## src/rtl/bus_trace_card_if.sv

```systemverilog
// rtl/bus_trace_card_if.sv - observed backplane bus plus trace readout port
interface bus_trace_card_if #(
  parameter int DATAWIDTH = 16,
  parameter int CTRLWIDTH = 14
);
  logic [DATAWIDTH-1:0]             data;
  logic [DATAWIDTH-1:0]             addr;
  logic [CTRLWIDTH-1:0]             ctrl;
  logic                             rd_req;
  logic                             rd_valid;
  logic [2*DATAWIDTH+CTRLWIDTH-1:0] rd_data;

  modport master (
    output data, addr, ctrl, rd_req,
    input  rd_valid, rd_data
  );

  modport slave (
    input  data, addr, ctrl, rd_req,
    output rd_valid, rd_data
  );
endinterface

```

## src/rtl/bus_trace_card.sv

```systemverilog
// rtl/bus_trace_card.sv - pre/post-trigger circular bus trace buffer
// Optional macro TRACE_CHANGE_ONLY_EN: store only samples that differ from the last stored entry.
module bus_trace_card #(
  parameter int DATAWIDTH    = 16,
  parameter int CTRLWIDTH    = 14,
  parameter int DEPTH        = 64,
  parameter int POST_TRIGGER = 16
) (
  input  logic                     clk,
  input  logic                     rst_n,
  bus_trace_card_if.slave          bus,
  input  logic                     arm,
  input  logic [DATAWIDTH-1:0]     trig_addr,
  input  logic [DATAWIDTH-1:0]     trig_mask,
  output logic [$clog2(DEPTH):0]   count,
  output logic                     armed,
  output logic                     triggered,
  output logic                     done
);
  localparam int AW = $clog2(DEPTH);
  localparam int CW = AW + 1;
  localparam int EW = 2*DATAWIDTH + CTRLWIDTH;

  localparam logic [1:0] S_IDLE  = 2'd0;
  localparam logic [1:0] S_ARMED = 2'd1;
  localparam logic [1:0] S_POST  = 2'd2;
  localparam logic [1:0] S_DONE  = 2'd3;

  localparam logic [AW-1:0] POST_LAST = AW'((POST_TRIGGER == 0) ? 0 : POST_TRIGGER - 1);
  localparam logic [CW-1:0] COUNT_MAX = CW'(DEPTH);

  logic [1:0]    state;
  logic [AW-1:0] wr_ptr;
  logic [AW-1:0] rd_ptr;
  logic [AW-1:0] post_cnt;
  logic [EW-1:0] mem [DEPTH];

  logic [EW-1:0] sample;
  logic          match;
  logic          capturing;
  logic          qualify;
  logic          wr_en;
  logic          enter_done;
  logic [CW-1:0] count_inc;

  assign sample    = {bus.addr, bus.data, bus.ctrl};
  assign match     = ((bus.addr ^ trig_addr) & trig_mask) == '0;
  assign capturing = (state == S_ARMED) || (state == S_POST);

`ifdef TRACE_CHANGE_ONLY_EN
  logic [EW-1:0] last_entry;
  logic          first_sample;

  // The trigger sample is stored even if it repeats the previous entry.
  assign qualify = capturing &&
                   (first_sample || (sample != last_entry) || ((state == S_ARMED) && match));

  always_ff @(posedge clk or negedge rst_n) begin
    if (!rst_n) begin
      last_entry   <= '0;
      first_sample <= 1'b1;
    end else if (arm) begin
      first_sample <= 1'b1;
    end else if (wr_en) begin
      last_entry   <= sample;
      first_sample <= 1'b0;
    end
  end
`else
  assign qualify = capturing;
`endif

  // The arm cycle neither stores nor compares.
  assign wr_en     = qualify && !arm;
  assign count_inc = (count == COUNT_MAX) ? count : count + CW'(1);

  assign enter_done = wr_en &&
                      (((state == S_ARMED) && match && (POST_TRIGGER == 0)) ||
                       ((state == S_POST) && (post_cnt == POST_LAST)));

  always_ff @(posedge clk) begin
    if (wr_en) begin
      mem[wr_ptr] <= sample;
    end
  end

  always_ff @(posedge clk or negedge rst_n) begin
    if (!rst_n) begin
      state       <= S_IDLE;
      wr_ptr      <= '0;
      rd_ptr      <= '0;
      post_cnt    <= '0;
      count       <= '0;
      bus.rd_valid <= 1'b0;
      bus.rd_data  <= '0;
    end else if (arm) begin
      state        <= S_ARMED;
      wr_ptr       <= '0;
      post_cnt     <= '0;
      count        <= '0;
      bus.rd_valid <= 1'b0;
    end else begin
      bus.rd_valid <= 1'b0;
      if (wr_en) begin
        wr_ptr   <= wr_ptr + AW'(1);
        count    <= count_inc;
        post_cnt <= (state == S_POST) ? post_cnt + AW'(1) : '0;
      end
      if (enter_done) begin
        state  <= S_DONE;
        // Oldest survivor; a full buffer truncates count to 0 so rd_ptr lands on wr_ptr.
        rd_ptr <= wr_ptr + AW'(1) - count_inc[AW-1:0];
      end else if (wr_en && (state == S_ARMED) && match) begin
        state <= S_POST;
      end
      if ((state == S_DONE) && bus.rd_req && (count != '0)) begin
        bus.rd_data  <= mem[rd_ptr];
        bus.rd_valid <= 1'b1;
        rd_ptr       <= rd_ptr + AW'(1);
        count        <= count - CW'(1);
      end
    end
  end

  assign armed     = (state == S_ARMED);
  assign triggered = (state == S_POST) || (state == S_DONE);
  assign done      = (state == S_DONE);
endmodule

```

## src/flat_wrapper.sv

```systemverilog
// flat-port wrapper written by rule: the top's interface ports become plain ports
module bus_trace_card_flat 
#(
  parameter int DATAWIDTH    = 16,
  parameter int CTRLWIDTH    = 14,
  parameter int DEPTH        = 64,
  parameter int POST_TRIGGER = 16
)
  (clk, rst_n, arm, trig_addr, trig_mask, count, armed, triggered, done, bus_data, bus_addr, bus_ctrl, bus_rd_req, bus_rd_valid, bus_rd_data);
  bus_trace_card_if #(.DATAWIDTH(DATAWIDTH), .CTRLWIDTH(CTRLWIDTH)) bus_i ();
  input  logic clk;
  input  logic rst_n;
  input  logic arm;
  input  logic [DATAWIDTH-1:0] trig_addr;
  input  logic [DATAWIDTH-1:0] trig_mask;
  output logic [$clog2(DEPTH):0] count;
  output logic armed;
  output logic triggered;
  output logic done;
  input wire logic [$bits(bus_i.data)-1:0] bus_data;
  input wire logic [$bits(bus_i.addr)-1:0] bus_addr;
  input wire logic [$bits(bus_i.ctrl)-1:0] bus_ctrl;
  input wire logic [$bits(bus_i.rd_req)-1:0] bus_rd_req;
  output wire logic [$bits(bus_i.rd_valid)-1:0] bus_rd_valid;
  output wire logic [$bits(bus_i.rd_data)-1:0] bus_rd_data;
  assign bus_i.data = bus_data;
  assign bus_i.addr = bus_addr;
  assign bus_i.ctrl = bus_ctrl;
  assign bus_i.rd_req = bus_rd_req;
  assign bus_rd_valid = bus_i.rd_valid;
  assign bus_rd_data = bus_i.rd_data;
  bus_trace_card #(.DATAWIDTH(DATAWIDTH), .CTRLWIDTH(CTRLWIDTH), .DEPTH(DEPTH), .POST_TRIGGER(POST_TRIGGER)) u_core (.clk(clk), .rst_n(rst_n), .bus(bus_i), .arm(arm), .trig_addr(trig_addr), .trig_mask(trig_mask), .count(count), .armed(armed), .triggered(triggered), .done(done));
endmodule
```

## config.mk

```make
export PLATFORM = sky130hd
export DESIGN_NAME = bus_trace_card_flat
export DESIGN_NICKNAME = d
export VERILOG_FILES = /design/src/rtl/bus_trace_card_if.sv /design/src/rtl/bus_trace_card.sv /design/src/flat_wrapper.sv
export SDC_FILE = /design/constraint.sdc
export NUM_CORES = 2
export LEC_CHECK = 0
export CAP_MARGIN = 20
export CORE_ASPECT_RATIO = 0.6
export CORE_MARGIN = 2
export CORE_UTILIZATION = 50
export CTS_BUF_LIST = sky130_fd_sc_hd__clkbuf_8
export CTS_CLUSTER_SIZE = 24
export DETAILED_ROUTE_END_ITERATION = 10
export PLACE_DENSITY = 0.77
export SLEW_MARGIN = 20
export SYNTH_ARGS = -nofsm -noshare
export SYNTH_HDL_FRONTEND = slang
export SYNTH_SLANG_ARGS = --single-unit
```

## constraint.sdc

```tcl
create_clock -name clk -period 10.4 [get_ports clk]
set_input_delay 2.08 -clock clk [delete_from_list [all_inputs] [get_ports clk]]
set_output_delay 2.08 -clock clk [all_outputs]
set_load 0.01 [all_outputs]
```

==> results by group <==
STA
  • Actual slew at the worst max-slew pin: approximately 1.3 ns
  • Slew margin rel.: between 10% and 20%
  • Tmin final: 4.91 ns
  • Setup TNS: 0 ns
  • Hold Vio Cnt, Final: 0
  • Final Skew: 0.0785 ns
  • Fin. max-slew vios: 0
  • RSZ-0062 raised after global routing: no
  • Max frequency: roughly 0.2 GHz
  • Fin crit share: between 40% and 50%
  • Final setup vio count: 0

Placed design
  • Placer Congestion: just over 0.9
  • HPWL Detailed: ~190 mm
  • # port buffers: ~140
  • Post-Place Cells: ~8500

Clock network
  • Hold_buf cts: 0
  • Post-CTS Setup Repair Bufs: 0
  • CTS max path bufs: 4
  • CTS tree: done
  • Post_cts resized: 0
  • Worst-path clk slew: ~0.070 ns
  • Worst skew pair latency: slightly above 1 ns
  • Clk sinks: ~3000
  • TritonCTS Buffers: 402
  • CTS root buffer: clkbuf_8
  • H-tree depth: 5

Logic synthesis
  • Syn Nets: about 5400
  • Synth warn: 0
  • Compound-Gate Fraction of Synth Area: under 10%
  • Yosys top cell area share: between 70% and 80%
  • Most frequent cells after synthesis: edfxtp_1 (2944), mux4_2 (606), mux2i_1 (458), nor2_1 (171), clkbuf_1 (121)
  • Area of the mapped netlist: between 0.1 and 0.15 sq mm
  • Sequential area share after synthesis: between 70% and 80%
  • Flops & latches, synth: roughly 3000
  • Most common cell in the netlist: edfxtp_1
  • Synth area leader: edfxtp_1
  • Post-synthesis cell type count: 64
  • Number of synthesized flops with an enable pin: 2944
  • Cells after Synth: approximately 5300
  • Main synth FF type: edfxtp_1
  • Syn Area/Cell: 21.8 sq um
  • Post-synthesis mux area share: ~16%
  • Adder-cell share of the synthesized area: less than 1%
  • Share of flip-flops with an asynchronous set or reset: 2.45%
  • Synth area leaders: edfxtp_1 (76%), mux4_2 (12%), mux2i_1 (3.9%)
  • Simple-gate share of the synthesized area: 1.31%
  • Synth Area in XOR/XNOR: less than 1%
  • Largest family of logic cells by synthesized area: multiplexers

Final layout
  • Non-filler cells, final: between 9000 and 10000
  • Register area: around 0.09 sq mm
  • Layout area overhead: 11.1%
  • Nets: slightly below 6000
  • Area occupied by multi-input gates: roughly 0.025 sq mm
  • Fraction of layout instances using a drive strength above 1: around a quarter
  • Final Core Density: a little under three fifths
  • Fill cell count: 16602

Floorplanning
  • Standard-cell rows: roughly 140
  • Height of the chip: 377 microns
  • Die area: roughly 0.24 sq mm
  • Die W: 626 microns
  • Core box area: roughly 0.23 sq mm
  • Initial core utilization: roughly 50%
  • IO Pins: between 100 and 150

Setup path
  • R2r endpoint: u_core.bus.rd_data[28]$_DFFE_PN0P_
  • Worst R2R Path Depth: 6
  • Crit Path Max Fanout: 81
  • Worst setup path start: u_core.rd_ptr[0]$_DFFE_PN0P_
  • Crit Path Class: reg2reg
  • Crit path DAT: 5.76 ns
  • Worst EP required: between 10 and 15 ns
  • R2R setup slack: about 5.5 ns
  • Worst setup EP type: flop
  • Worst reg2reg startpoint: u_core.rd_ptr[0]$_DFFE_PN0P_
  • CP endpoint: u_core.bus.rd_data[28]$_DFFE_PN0P_
  • Critical path launch point type: flop

Detailed routing
  • DRC: 0
  • Via count: between 60000 and 70000
  • DR iter-0 viols: about 11000
  • Routed len/inst: approximately 35 microns
  • DRT antenna net count: 0
  • Vias/cell: 6.63
  • Drt first pass iters: 6
  • Total Routed Length: 325 mm

Pwr
  • Lkg Pwr: roughly 40 nW
  • Cell Pwr Density: roughly 180 mW/mm^2
  • Peak supply drop: ~0.12 mV
  • Tot Pwr: ~0.023 W

GRT
  • First-pass GRT wire length: around 450 mm
  • Tot GR Track Use: 27.3%
  • Initial antenna violation count: 16
  • Congestion Overflow GR: 0
  • Vias in the first global route: about 58000
  • Largest net degree at the start of global routing: between 100 and 150

Outcome
  • Outcome: completed

Job
  • Max-cap viol count: 0

Min path
  • Hold Crit Class: reg2reg
## layout make-up
| cell class | instances | area share [%] |
|---|---|---|
| diodes | 6 | 0.0116 |
| clock buffers | 421 | 4.49 |
| clock inverters | 297 | 1.14 |
| inverters | 10 | 0.0291 |
| multi-input cells | 1989 | 19.2 |
| flip-flops and latches | 3018 | 69.9 |
| well taps | 3127 | 3.03 |
| repair buffers | 325 | 2.20 |
## power by group
part	leakage (nW)	internal (W)	switching (W)	total (W)
clock	4.22	0.00393	0.00439	0.00832
combinational	7.15	0.000559	0.00102	0.00158
sequential	27.5	0.0134	0.0000485	0.0134
## cell families (layout without fill, tap and decap cells)
logic type               after synthesis  count (layout)
AND/OR/NAND/NOR                      350             350
XOR/XNOR                              38              38
flip-flops                          3018            3018
buffers and inverters                313            1053
multiplexers                        1064            1064
other                                  0               6
AO/OA/AOI/OAI                        523             523
adder cells (fa/ha/maj)               14              14
## metrics by stage
| stage | instance area [sq um] | setup slack [ns] | hold WS [ns] |
|---|---|---|---|
| 6_report | 129000 | 5.49 | 0.516 |
| 5_1_grt | 129000 | 5.18 | 0.542 |
| 4_1_cts | 129000 | 5.47 | 0.520 |
| 3_5_place_dp | 122000 | 4.63 | 0.504 |
| 3_3_place_gp | 122000 | 4.69 | 0.487 |
| 2_1_floorplan | 116000 | 5.25 | 0.465 |
## cells in the final DEF, fill, tap and decap left out, types with 25 or more instances in the layout
cell             netlist  layout
nor2_1               171     101
mux4_2               606     606
inv_1                  9     144
clkdlybuf4s50_1        0      91
o21ai_0               40      40
a221oi_1              31      31
buf_2                 60      33
xor2_1                25      25
dfrtp_1               74      69
clkinv_1               1      94
buf_4                 50     177
nand3_1               27      26
clkinv_2               0      43
o22ai_1               51      51
a221o_1               33      33
a21oi_1               92      92
a22oi_1               86      86
edfxtp_1            2944    2944
clkbuf_8               0     421
nand2_1               86      85
nor2_4                 0      69
mux2i_1              458     456
o221ai_1              38      38
a211oi_1              43      43
## sequential cells by signal, summed over array words and instances (netlist names)
| signal | flops |
|---|---|
| u_core.bus.rd_data | 46 |
| u_core.bus.rd_valid | 1 |
| u_core.count | 7 |
| u_core.mem | 2944 |
| u_core.post_cnt | 6 |
| u_core.rd_ptr | 6 |
| u_core.state | 2 |
| u_core.wr_ptr | 6 |
## worst max-delay path: stages, from the launching register on
cell and delay (ns):
dfrtp_4 1.01, buf_12 0.60, buf_4 0.80, mux4_2 0.59, a2111oi_0 0.82, a221oi_1 0.35
a221o_1 0.42
## per-layer routing
layer	track usage (%)	wire [microns]	vias up	share of wire (%)
met2	36.7	134000	5477	41
met4	7.24	8710	8	2.7
met3	12.9	60400	581	19
li1	-	-	23304	-
met1	39.8	121000	31557	37
met5	0.327	139	-	0.043
## worst min-delay path by stage
stage                              startpoint                              to  slack (ns)  depth (start not counted)
6_report       u_core.post_cnt[5]$_DFFE_PN0P_  u_core.post_cnt[5]$_DFFE_PN0P_        0.52                          1
5_1_grt        u_core.post_cnt[5]$_DFFE_PN0P_  u_core.post_cnt[5]$_DFFE_PN0P_        0.54                          1
4_1_cts        u_core.post_cnt[5]$_DFFE_PN0P_  u_core.post_cnt[5]$_DFFE_PN0P_        0.52                          1
3_5_place_dp   u_core.post_cnt[5]$_DFFE_PN0P_  u_core.post_cnt[5]$_DFFE_PN0P_        0.50                          1
3_3_place_gp   u_core.post_cnt[5]$_DFFE_PN0P_  u_core.post_cnt[5]$_DFFE_PN0P_        0.49                          1
2_1_floorplan  u_core.post_cnt[5]$_DFFE_PN0P_  u_core.post_cnt[5]$_DFFE_PN0P_        0.46                          1
Note: power is estimated with default switching activity, not from simulation.
